### config.mk
export PLATFORM = sky130hd
export DESIGN_NAME = regfile_port_arbiter_flat
export DESIGN_NICKNAME = d
export VERILOG_FILES = /design/src/rtl/regfile_port_arbiter_if.sv /design/src/rtl/regfile_port_arbiter.sv /design/src/flat_wrapper.sv
export SDC_FILE = /design/constraint.sdc
export NUM_CORES = 1
export LEC_CHECK = 0
export ABC_AREA = 1
export CAP_MARGIN = 15
export CORE_ASPECT_RATIO = 0.8
export CORE_MARGIN = 4
export CORE_UTILIZATION = 40
export DETAILED_ROUTE_END_ITERATION = 16
export PLACE_DENSITY = 0.88
export SLEW_MARGIN = 20
export SYNTH_ARGS = -nofsm -noshare
export SYNTH_HDL_FRONTEND = slang
export SYNTH_SLANG_ARGS = --single-unit
export TNS_END_PERCENT = 1
### constraint.sdc
create_clock -name clk -period 3.37 [get_ports clk]
set_input_delay 0.8425 -clock clk [delete_from_list [all_inputs] [get_ports clk]]
set_output_delay 0.8425 -clock clk [all_outputs]
set_load 0.02 [all_outputs]
### src/rtl/regfile_port_arbiter_if.sv
// Client-side request/response bundle for one requester of the shared regfile port set.
// The client drives the request fields; the arbiter returns grant and read data.
interface regfile_port_arbiter_if #(
  parameter int AW = 16,
  parameter int DW = 16
);
  logic          req;
  logic          we;
  logic [AW-1:0] ra1;
  logic [AW-1:0] ra2;
  logic [AW-1:0] wa;
  logic [DW-1:0] wd;
  logic          gnt;
  logic          rvalid;
  logic [DW-1:0] rd1;
  logic [DW-1:0] rd2;

  modport master (
    output req, we, ra1, ra2, wa, wd,
    input  gnt, rvalid, rd1, rd2
  );

  modport slave (
    input  req, we, ra1, ra2, wa, wd,
    output gnt, rvalid, rd1, rd2
  );
endinterface

### src/rtl/regfile_port_arbiter.sv
// Round-robin arbiter sharing one regfile port set (2 read, 1 write) between clients A and B.
// Grant and strobes are combinational; read data returns to the granted client one cycle later.
module regfile_port_arbiter #(
  parameter int AW = 16,
  parameter int DW = 16
) (
  input  logic                    clk,
  input  logic                    rst,
  regfile_port_arbiter_if.slave   a,
  regfile_port_arbiter_if.slave   b,
  output logic [AW-1:0]           rf_r1,
  output logic [AW-1:0]           rf_r2,
  output logic [AW-1:0]           rf_w,
  output logic [DW-1:0]           rf_data,
  output logic                    rf_cr1,
  output logic                    rf_cr2,
  output logic                    rf_cw,
  input  logic [DW-1:0]           rf_d1,
  input  logic [DW-1:0]           rf_d2
);

  typedef enum logic {
    CLIENT_A = 1'b0,
    CLIENT_B = 1'b1
  } client_e;

  client_e       last_gnt;
  client_e       tag_client;
  logic          tag_valid;
  logic [DW-1:0] a_hold1, a_hold2, b_hold1, b_hold2;

  logic          gnt_a, gnt_b, any_gnt, sel_we;
  logic [AW-1:0] sel_ra1, sel_ra2, sel_wa;
  logic [DW-1:0] sel_wd;
  logic          rvalid_a, rvalid_b;

  // NOTE: every signal gets a default at the top of always_comb so no path leaves it unassigned (no latch).
  always_comb begin
    gnt_a   = 1'b0;
    gnt_b   = 1'b0;
    sel_we  = 1'b0;
    sel_ra1 = '0;
    sel_ra2 = '0;
    sel_wa  = '0;
    sel_wd  = '0;
    if (!rst) begin
      gnt_a = a.req && (!b.req || last_gnt == CLIENT_B);
      gnt_b = b.req && (!a.req || last_gnt == CLIENT_A);
    end
    if (gnt_a) begin
      sel_we  = a.we;
      sel_ra1 = a.ra1;
      sel_ra2 = a.ra2;
      sel_wa  = a.wa;
      sel_wd  = a.wd;
    end else if (gnt_b) begin
      sel_we  = b.we;
      sel_ra1 = b.ra1;
      sel_ra2 = b.ra2;
      sel_wa  = b.wa;
      sel_wd  = b.wd;
    end
  end

  assign any_gnt = gnt_a || gnt_b;
  assign rf_cw   = any_gnt && sel_we;
  assign rf_cr1  = any_gnt && !sel_we;
  assign rf_cr2  = any_gnt && !sel_we;
  assign rf_w    = rf_cw  ? sel_wa  : '0;
  assign rf_data = rf_cw  ? sel_wd  : '0;
  assign rf_r1   = rf_cr1 ? sel_ra1 : '0;
  assign rf_r2   = rf_cr2 ? sel_ra2 : '0;

  // Gating with rst drops an in-flight response the moment reset arrives.
  assign rvalid_a = tag_valid && !rst && (tag_client == CLIENT_A);
  assign rvalid_b = tag_valid && !rst && (tag_client == CLIENT_B);

  assign a.gnt    = gnt_a;
  assign b.gnt    = gnt_b;
  assign a.rvalid = rvalid_a;
  assign b.rvalid = rvalid_b;
  assign a.rd1    = rvalid_a ? rf_d1 : a_hold1;
  assign a.rd2    = rvalid_a ? rf_d2 : a_hold2;
  assign b.rd1    = rvalid_b ? rf_d1 : b_hold1;
  assign b.rd2    = rvalid_b ? rf_d2 : b_hold2;

  // NOTE: state registers use non-blocking assignments so every flop samples pre-edge values.
  always_ff @(posedge clk) begin
    if (rst) begin
      last_gnt   <= CLIENT_B;
      tag_valid  <= 1'b0;
      tag_client <= CLIENT_A;
      a_hold1    <= '0;
      a_hold2    <= '0;
      b_hold1    <= '0;
      b_hold2    <= '0;
    end else begin
      if (any_gnt) last_gnt <= gnt_b ? CLIENT_B : CLIENT_A;
      tag_valid  <= rf_cr1;
      tag_client <= gnt_b ? CLIENT_B : CLIENT_A;
      if (rvalid_a) begin
        a_hold1 <= rf_d1;
        a_hold2 <= rf_d2;
      end
      if (rvalid_b) begin
        b_hold1 <= rf_d1;
        b_hold2 <= rf_d2;
      end
    end
  end

endmodule
### src/flat_wrapper.sv
// flat-port wrapper written by rule: the top's interface ports become plain ports
module regfile_port_arbiter_flat 
#(
  parameter int AW = 16,
  parameter int DW = 16
)
  (clk, rst, rf_r1, rf_r2, rf_w, rf_data, rf_cr1, rf_cr2, rf_cw, rf_d1, rf_d2, a_req, a_we, a_ra1, a_ra2, a_wa, a_wd, a_gnt, a_rvalid, a_rd1, a_rd2, b_req, b_we, b_ra1, b_ra2, b_wa, b_wd, b_gnt, b_rvalid, b_rd1, b_rd2);
  regfile_port_arbiter_if #(.AW(AW), .DW(DW)) a_i ();
  regfile_port_arbiter_if #(.AW(AW), .DW(DW)) b_i ();
  input  logic clk;
  input  logic rst;
  output logic [AW-1:0] rf_r1;
  output logic [AW-1:0] rf_r2;
  output logic [AW-1:0] rf_w;
  output logic [DW-1:0] rf_data;
  output logic rf_cr1;
  output logic rf_cr2;
  output logic rf_cw;
  input  logic [DW-1:0] rf_d1;
  input  logic [DW-1:0] rf_d2;
  input wire logic [$bits(a_i.req)-1:0] a_req;
  input wire logic [$bits(a_i.we)-1:0] a_we;
  input wire logic [$bits(a_i.ra1)-1:0] a_ra1;
  input wire logic [$bits(a_i.ra2)-1:0] a_ra2;
  input wire logic [$bits(a_i.wa)-1:0] a_wa;
  input wire logic [$bits(a_i.wd)-1:0] a_wd;
  output wire logic [$bits(a_i.gnt)-1:0] a_gnt;
  output wire logic [$bits(a_i.rvalid)-1:0] a_rvalid;
  output wire logic [$bits(a_i.rd1)-1:0] a_rd1;
  output wire logic [$bits(a_i.rd2)-1:0] a_rd2;
  input wire logic [$bits(b_i.req)-1:0] b_req;
  input wire logic [$bits(b_i.we)-1:0] b_we;
  input wire logic [$bits(b_i.ra1)-1:0] b_ra1;
  input wire logic [$bits(b_i.ra2)-1:0] b_ra2;
  input wire logic [$bits(b_i.wa)-1:0] b_wa;
  input wire logic [$bits(b_i.wd)-1:0] b_wd;
  output wire logic [$bits(b_i.gnt)-1:0] b_gnt;
  output wire logic [$bits(b_i.rvalid)-1:0] b_rvalid;
  output wire logic [$bits(b_i.rd1)-1:0] b_rd1;
  output wire logic [$bits(b_i.rd2)-1:0] b_rd2;
  assign a_i.req = a_req;
  assign a_i.we = a_we;
  assign a_i.ra1 = a_ra1;
  assign a_i.ra2 = a_ra2;
  assign a_i.wa = a_wa;
  assign a_i.wd = a_wd;
  assign a_gnt = a_i.gnt;
  assign a_rvalid = a_i.rvalid;
  assign a_rd1 = a_i.rd1;
  assign a_rd2 = a_i.rd2;
  assign b_i.req = b_req;
  assign b_i.we = b_we;
  assign b_i.ra1 = b_ra1;
  assign b_i.ra2 = b_ra2;
  assign b_i.wa = b_wa;
  assign b_i.wd = b_wd;
  assign b_gnt = b_i.gnt;
  assign b_rvalid = b_i.rvalid;
  assign b_rd1 = b_i.rd1;
  assign b_rd2 = b_i.rd2;
  regfile_port_arbiter #(.AW(AW), .DW(DW)) u_core (.clk(clk), .rst(rst), .a(a_i), .b(b_i), .rf_r1(rf_r1), .rf_r2(rf_r2), .rf_w(rf_w), .rf_data(rf_data), .rf_cr1(rf_cr1), .rf_cr2(rf_cr2), .rf_cw(rf_cw), .rf_d1(rf_d1), .rf_d2(rf_d2));
endmodule
[Word-level counts from Yosys, hierarchy flattened]
Index checks and enable logic that the tools add are counted.
Storage, ports and cells
  flip-flop bits (word level): 67
  input bits: 166
  logic and storage cells: 44
Operators by class
  muxes and demuxes: 21
  bitwise gates (word level): 2
  reduce and logical (&&, ||, !) cells: 14
Operators by type and width (number)
  16-bit 2-to-1 mux: 16
  1-bit logical AND: 7
  1-bit 2-to-1 mux: 5
  1-bit logical NOT: 4
  1-bit logical OR: 3
  1-bit inverter: 2

[Logic depth before layout (Yosys ltp)]
Gate-level depths: netlist of run 1.
  word-level depth: 9
  depth in mapped cells: 8

[Least setup slack after synthesis of run 1]
No wires, ideal clock.
  path type: input to output
  start point: input port a_req
  end point: output port rf_cr2
  data arrival time: 1.770 ns
  data required time: 2.528 ns
  slack: 0.758 ns
  stages: 8
  path buffers: 2
  cell sequence: inv_1 nor2_2 nand2_1 nand2_1 nand3_4 buf_6 inv_1 buf_4
Between the ends
  word-level cells in the longest chain between the ends: 8
  elaborated cells between the ends (all ways): 11
  classes of those cells: 4 x mux; 7 x reduce/logical
RTL lines
  start: declaration: RTL line flat_wrapper.sv:21  | input wire logic [$bits(a_i.req)-1:0] a_req;
  1-bit logical NOT: RTL line regfile_port_arbiter.sv:48  | gnt_b = b.req && (!a.req || last_gnt == CLIENT_A);
  1-bit logical OR: RTL line regfile_port_arbiter.sv:48
  1-bit logical AND: RTL line regfile_port_arbiter.sv:48
  1-bit 2-to-1 mux: RTL line regfile_port_arbiter.sv:46  | if (!rst) begin
  1-bit 2-to-1 mux: RTL line regfile_port_arbiter.sv:56  | end else if (gnt_b) begin
  1-bit 2-to-1 mux: RTL line regfile_port_arbiter.sv:50  | if (gnt_a) begin
  1-bit logical NOT
  1-bit logical AND (*)
  end: declaration: RTL line flat_wrapper.sv:17  | output logic rf_cr2;
Mark *: on every way between the ends. The rest lies on a longest branch, timed or not.

[Final worst setup path of run 1]
  start point: input port a_req
  end point: output port rf_r2[11]
Between the ends
  word-level cells in the longest chain between the ends: 9
  elaborated cells between the ends (all ways): 14
  classes of those cells: 7 x mux; 7 x reduce/logical
RTL lines
  1-bit logical NOT: RTL line regfile_port_arbiter.sv:48
  1-bit logical OR: RTL line regfile_port_arbiter.sv:48
  1-bit logical AND: RTL line regfile_port_arbiter.sv:48
  1-bit 2-to-1 mux: RTL line regfile_port_arbiter.sv:46
  1-bit 2-to-1 mux: RTL line regfile_port_arbiter.sv:56
  1-bit 2-to-1 mux: RTL line regfile_port_arbiter.sv:50
  1-bit logical NOT: RTL line regfile_port_arbiter.sv:68  | assign rf_cr2 = any_gnt && !sel_we;
  1-bit logical AND: RTL line regfile_port_arbiter.sv:68
  16-bit 2-to-1 mux (*): RTL line regfile_port_arbiter.sv:72  | assign rf_r2 = rf_cr2 ? sel_ra2 : '0;
  end: declaration: RTL line flat_wrapper.sv:13  | output logic [AW-1:0] rf_r2;
Marks and branches as above.

==> metrics.cfg, run 1 <==
[worst_setup_path]
cp.required_ns=2.53
rrSetupSlack_ns=2.10
r2r_end=u_core.a_hold1[7]$_SDFF_PP0_
cp-start-kind=input pin
r2r-start=u_core.tag_valid$_SDFF_PP0_
r2r_cells=6
cp-end-kind=output pin
path_max_fanout=33
worstSetupPathType=input pin to output pin
critical_path_arrival_ns=2.50

[logic_synthesis]
syn_area_mm2=0.00465
ys_ff_latch=67
ys_warn_count=0
netlist_instances=796
synth_ff_type=dfxtp_1
syn_avg_cell_area_um2=5.84
synth_edf_count=0
synthArstFlopShare_pct=0
synthesis.nets=962
yosysUniqueCellTypes=18
seq_area_frac_synth_pct=28.9

[placed_design]
dpl-instance-area_mm2=0.00777
globalplace.congestion=0.961
dp_cells=1207
dp_hpwl_um=13900
port_buffers=300

[timing]
fin_worst_skew_ns=0.00305
relSlewSlack_pct=58.0
setup_viol=0
fin_setup_tns_ns=0
layout_min_cycle_time_ns=3.34
maxSlewViolCount=0
max_freq_mhz=299
min_period_over_period_pct=99.2
final_hold_viol_count=0
rsz0062_at_grt=true
tightest_slew_ns=0.631

[cells_and_area]
post_layout_nonfiller_instances=1223
design_area_mm2=0.00785
layout_common_cells=clkdlybuf4s50_1, inv_1, nand2_1
layout.nets=1240
final_common_cell=clkdlybuf4s50_1
num_antenna_cells=0
area_growth_pct=68.9
fill_cells=903
drive_gt1_share_pct=11.3

[cts]
postCtsSetupBuffers=0
cts_sinks=67
cts-root-buf=clkbuf_16
cts-buffers-inserted=9
clock_latency_ns=0.32
cts_tree=built
htreeDepth=3
cts_buffer_depth=2
clk_pin_slew_ns=0.06

[die]
initial_core_util_pct=41.9
num_rows=34
die_y_um=104
io-pin-count=301
dieArea_mm2=0.0134
core_mm2=0.0111
die_w_um=129

[global_routing]
gr-total-overflow=0
grt_max_degree=66
antenna_found_initial=0
grt_pass1_wl_um=27800
grt.total_usage_pct=25.7
grt_pass1_vias=5491

[route]
drt-initial-drc-count=351
via_per_inst=4.79
firstDrtPassIters=7
wl_um=18000
wire_per_inst_um=14.7
route.detailed.drc=0
vias=5862
antenna_left=0

[power]
p_leak_nw=4.59
pwr-share-seq_pct=31.1
clkPwrFrac_pct=37.0
ir_drop_v=0.000222
power_switching_mw=0.797
internal_power_mw=1.90
power.density_mw_per_mm2=344
p_sw_share_pct=29.5
comb_power_share_pct=31.8

[hold_path]
hold_depth=2
hold_path_class=flop to flop
min_to=u_core.last_gnt$_SDFFE_PP1P_
min_from=u_core.last_gnt$_SDFFE_PP1P_

[run_status]
status=finished, final reports clean

[run]
cap_violations=0

-- synth_stat cells, types with 2 or more instances --
cell      instances  area, um2
buf_4             7       52.6
nand4_1          65        407
nand3_1          65        325
o21ai_1          64        320
inv_1           203        762
buf_2            29        145
buf_6            17        191
nor2_2           11       68.8
clkbuf_1          9       33.8
nor2_1           87        327
dfxtp_1          67       1340
nand2_2           2       12.5
nand2_1         165        619
-- through the flow --
stage / utilization [%] / setup slack [ns] / hold slack [ns] / power (mW)
finish: 70.7 / 0.0254 / 0.546 / 2.70
global placement: 70.0 / -0.291 / 0.539 / 1.72
detailed placement: 70.0 / -0.309 / 0.539 / 1.73
global route: 70.7 / -0.0677 / 0.583 / 2.83
CTS: 72.3 / -0.256 / 0.545 / 2.73
floorplan: - / 0.758 / 0.487 / 1.28
-- routing by layer --
metal  global-route usage (%)  routed length (um)  vias to the layer above
met5                        0                   0                        -
met4                     8.70                 482                        0
met3                     7.49                1530                       35
met2                     45.1                9100                      243
met1                     29.6                6870                     2616
li1                         -                   -                     2968
-- cell families (layout without fill, tap and decap cells) --
family | count (synthesis) | after routing | synth area share [%]
AOI/OAI and AO/OA | 65 | 65 | 7.05
DFF | 67 | 67 | 28.9
and+or+nand+nor | 397 | 397 | 38.4
buffers and inverters | 267 | 550 | 25.7
-- registers in the layout (all words and copies together) (netlist names) --
register,flops
u_core.tag_client,1
u_core.tag_valid,1
u_core.b_hold2,16
u_core.a_hold1,16
u_core.last_gnt,1
u_core.b_hold1,16
u_core.a_hold2,16
-- layout make-up --
| class | instances | area [um2] | area share [%] |
|---|---|---|---|
| Multi-Input combinational cell | 462 | 2130 | 27.1 |
| Timing Repair Buffer | 330 | 3110 | 39.7 |
| Tap cell | 144 | 180 | 2.29 |
| Inverter | 204 | 766 | 9.75 |
| Sequential cell | 67 | 1340 | 17.1 |
| Clock inverter | 7 | 98.8 | 1.26 |
| Clock buffer | 9 | 225 | 2.87 |
-- critical path: stages --
cell             delay (ns)
clkdlybuf4s50_1        0.51
inv_1                  0.08
nor2_4                 0.16
buf_12                 0.20
buf_4                  0.16
nand3_1                0.06
nand2_1                0.06
inv_1                  0.05
nor2_2                 0.09
clkdlybuf4s15_2        0.26
-- how the worst max path moves through the flow --
stage                      from         to  slack, ns
after floorplan           a_req     rf_cr2       0.76
after global placement    a_req  rf_r1[15]      -0.29
after detailed placement  a_req  rf_r1[15]      -0.31
after CTS                 a_req   rf_r1[8]      -0.26
after global routing      a_req  rf_r2[11]      -0.07
final                     a_req  rf_r2[11]       0.03
-- repair_timing --
item	4_1_cts	5_1_grt
hold buffers	0	0
resized for setup	65	116
cloned	0	0
endpoints found under the setup margin	66	66
-- power groups by stage --
stage	clock network, mW	logic [mW]	registers (mW)
after floorplan	0	0.422	0.854
after global placement	0	0.865	0.855
after detailed placement	0	0.877	0.857
after CTS	1.02	0.867	0.840
after global routing	1.06	0.928	0.843
final	0.998	0.859	0.840
(Power assumes the default switching activity.)
==> run 2: changes to the inputs <==
--- a/config.mk
+++ b/config.mk
@@ -11,6 +11,7 @@
 export CORE_MARGIN = 4
 export CORE_UTILIZATION = 40
 export DETAILED_ROUTE_END_ITERATION = 16
+export GPL_TIMING_DRIVEN = 0
 export PLACE_DENSITY = 0.88
 export SLEW_MARGIN = 20
 export SYNTH_ARGS = -nofsm -noshare
==> metrics.cfg, run 2 (synthesis gave the netlist of run 1 again) <==
[run_status]
status=finished, final reports clean

[power]
internal_power_mw=1.79
p_total_mw=2.58
p_leak_nw=4.93
p_sw_share_pct=30.7
pwr-share-seq_pct=32.6
power_switching_mw=0.791
comb_power_share_pct=32.2
ir_drop_v=0.000246
clkPwrFrac_pct=35.2
power.density_mw_per_mm2=328

[global_routing]
antenna_found_initial=0
grt_max_degree=12
grt_pass1_wl_um=28700
gr-total-overflow=0
grt.total_usage_pct=26.8
grt_pass1_vias=5542

[cts]
cts-root-buf=clkbuf_16
hold_buffers=0
cts_tree=built
clock_latency_ns=0.33
cts_buffer_depth=2
cts-buffers-inserted=9
cts_sinks=67
htreeDepth=3
clk_pin_slew_ns=0.05

[worst_setup_path]
cp-start-kind=input pin
cp-end-kind=output pin
rrSetupSlack_ns=2.10
r2r_end=u_core.a_hold2[12]$_SDFF_PP0_
cp.required_ns=2.53
r2r-start=u_core.tag_valid$_SDFF_PP0_
path_max_fanout=10
r2r_cells=7
worstSetupPathType=input pin to output pin
critical_path_arrival_ns=2.49

[timing]
final_hold_viol_count=0
rsz0062_at_grt=true
layout_min_cycle_time_ns=3.33
hold_ws_ns=0.533
fin_setup_tns_ns=0
max_freq_mhz=300
tightest_slew_ns=0.484
setup_ws_ns=0.0357
fin_worst_skew_ns=0.00526
relSlewSlack_pct=67.8
min_period_over_period_pct=98.9
maxSlewViolCount=0
setup_viol=0

[hold_path]
hold_path_class=flop to flop
min_from=u_core.last_gnt$_SDFFE_PP1P_
hold_depth=2
min_to=u_core.last_gnt$_SDFFE_PP1P_

[cells_and_area]
area_growth_pct=69.3
design_area_mm2=0.00787
drive_gt1_share_pct=12.7
layout_common_cells=inv_1, clkdlybuf4s50_1, nand2_1
num_antenna_cells=0
fin_util_pct=70.9
layout.nets=1274
final_common_cell=inv_1
post_layout_nonfiller_instances=1257

[placed_design]
dp_hpwl_um=15300
dpl-instance-area_mm2=0.00783
dp_worst_setup_slack_ns=-0.447
globalplace.congestion=1.01
port_buffers=300
dp_cells=1240

[die]
dieArea_mm2=0.0134
die_w_um=129
initial_core_util_pct=41.9
num_rows=34
die_y_um=104
io-pin-count=301
core_mm2=0.0111

[route]
antenna_left=0
vias=5964
wl_um=19100
firstDrtPassIters=5
route.detailed.drc=0
wire_per_inst_um=15.2
via_per_inst=4.74
drt-initial-drc-count=431

[run]
cap_violations=0

## run 2: cell type report
cell class / count / area, um2
Tap cell: 144 / 180
Multi-Input combinational cell: 462 / 2120
Inverter: 204 / 766
Sequential cell: 67 / 1340
Timing Repair Buffer: 301 / 2690
Clock inverter: 4 / 51.3
Buffer: 63 / 483
Clock buffer: 12 / 236
Fill cell: 1014 / 3230
## run 2: how the worst max path moves through the flow
| stage | from | to | cells after the start |
|---|---|---|---|
| after floorplan | a_req | rf_cr2 | 8 |
| after global placement | rst | rf_r1[11] | 9 |
| after detailed placement | rst | rf_r1[14] | 9 |
| after CTS | a_req | rf_w[7] | 10 |
| after global routing | a_req | rf_w[5] | 9 |
| final | a_req | rf_w[5] | 10 |
## run 2: worst max-delay path, stage by stage
cell and delay, ns:
clkdlybuf4s50_1 0.50, inv_1 0.08, nor2_4 0.12, buf_6 0.17, buf_4 0.18, nand3_1 0.08, nand2_1 0.06, nand2_1 0.05
inv_1 0.06, dlygate4sd2_1 0.34
## run 2: timing repair
item	CTS	global route
resized for setup	153	127
endpoints found under the setup margin	133	73
buffers inserted	1	0
pin swaps	1	0
hold endpoints to repair	0	0
## run 2: power by group through the flow
| stage | sequential, mW | clock [mW] | combinational [mW] |
|---|---|---|---|
| final | 0.840 | 0.908 | 0.832 |
| after global routing | 0.843 | 0.948 | 0.899 |
| after CTS | 0.840 | 0.916 | 0.838 |
| after detailed placement | 0.856 | 0 | 0.881 |
| after global placement | 0.855 | 0 | 0.869 |
| after floorplan | 0.854 | 0 | 0.422 |
## run 2: routing by layer
| layer | global-route usage (%) | vias to the layer above | part of all wire (%) |
|---|---|---|---|
| met5 | 0 | - | 0 |
| met4 | 7.50 | 0 | 2.4 |
| met3 | 8.01 | 31 | 9.0 |
| met2 | 46.5 | 225 | 49 |
| met1 | 32.0 | 2674 | 39 |
| li1 | - | 3034 | - |
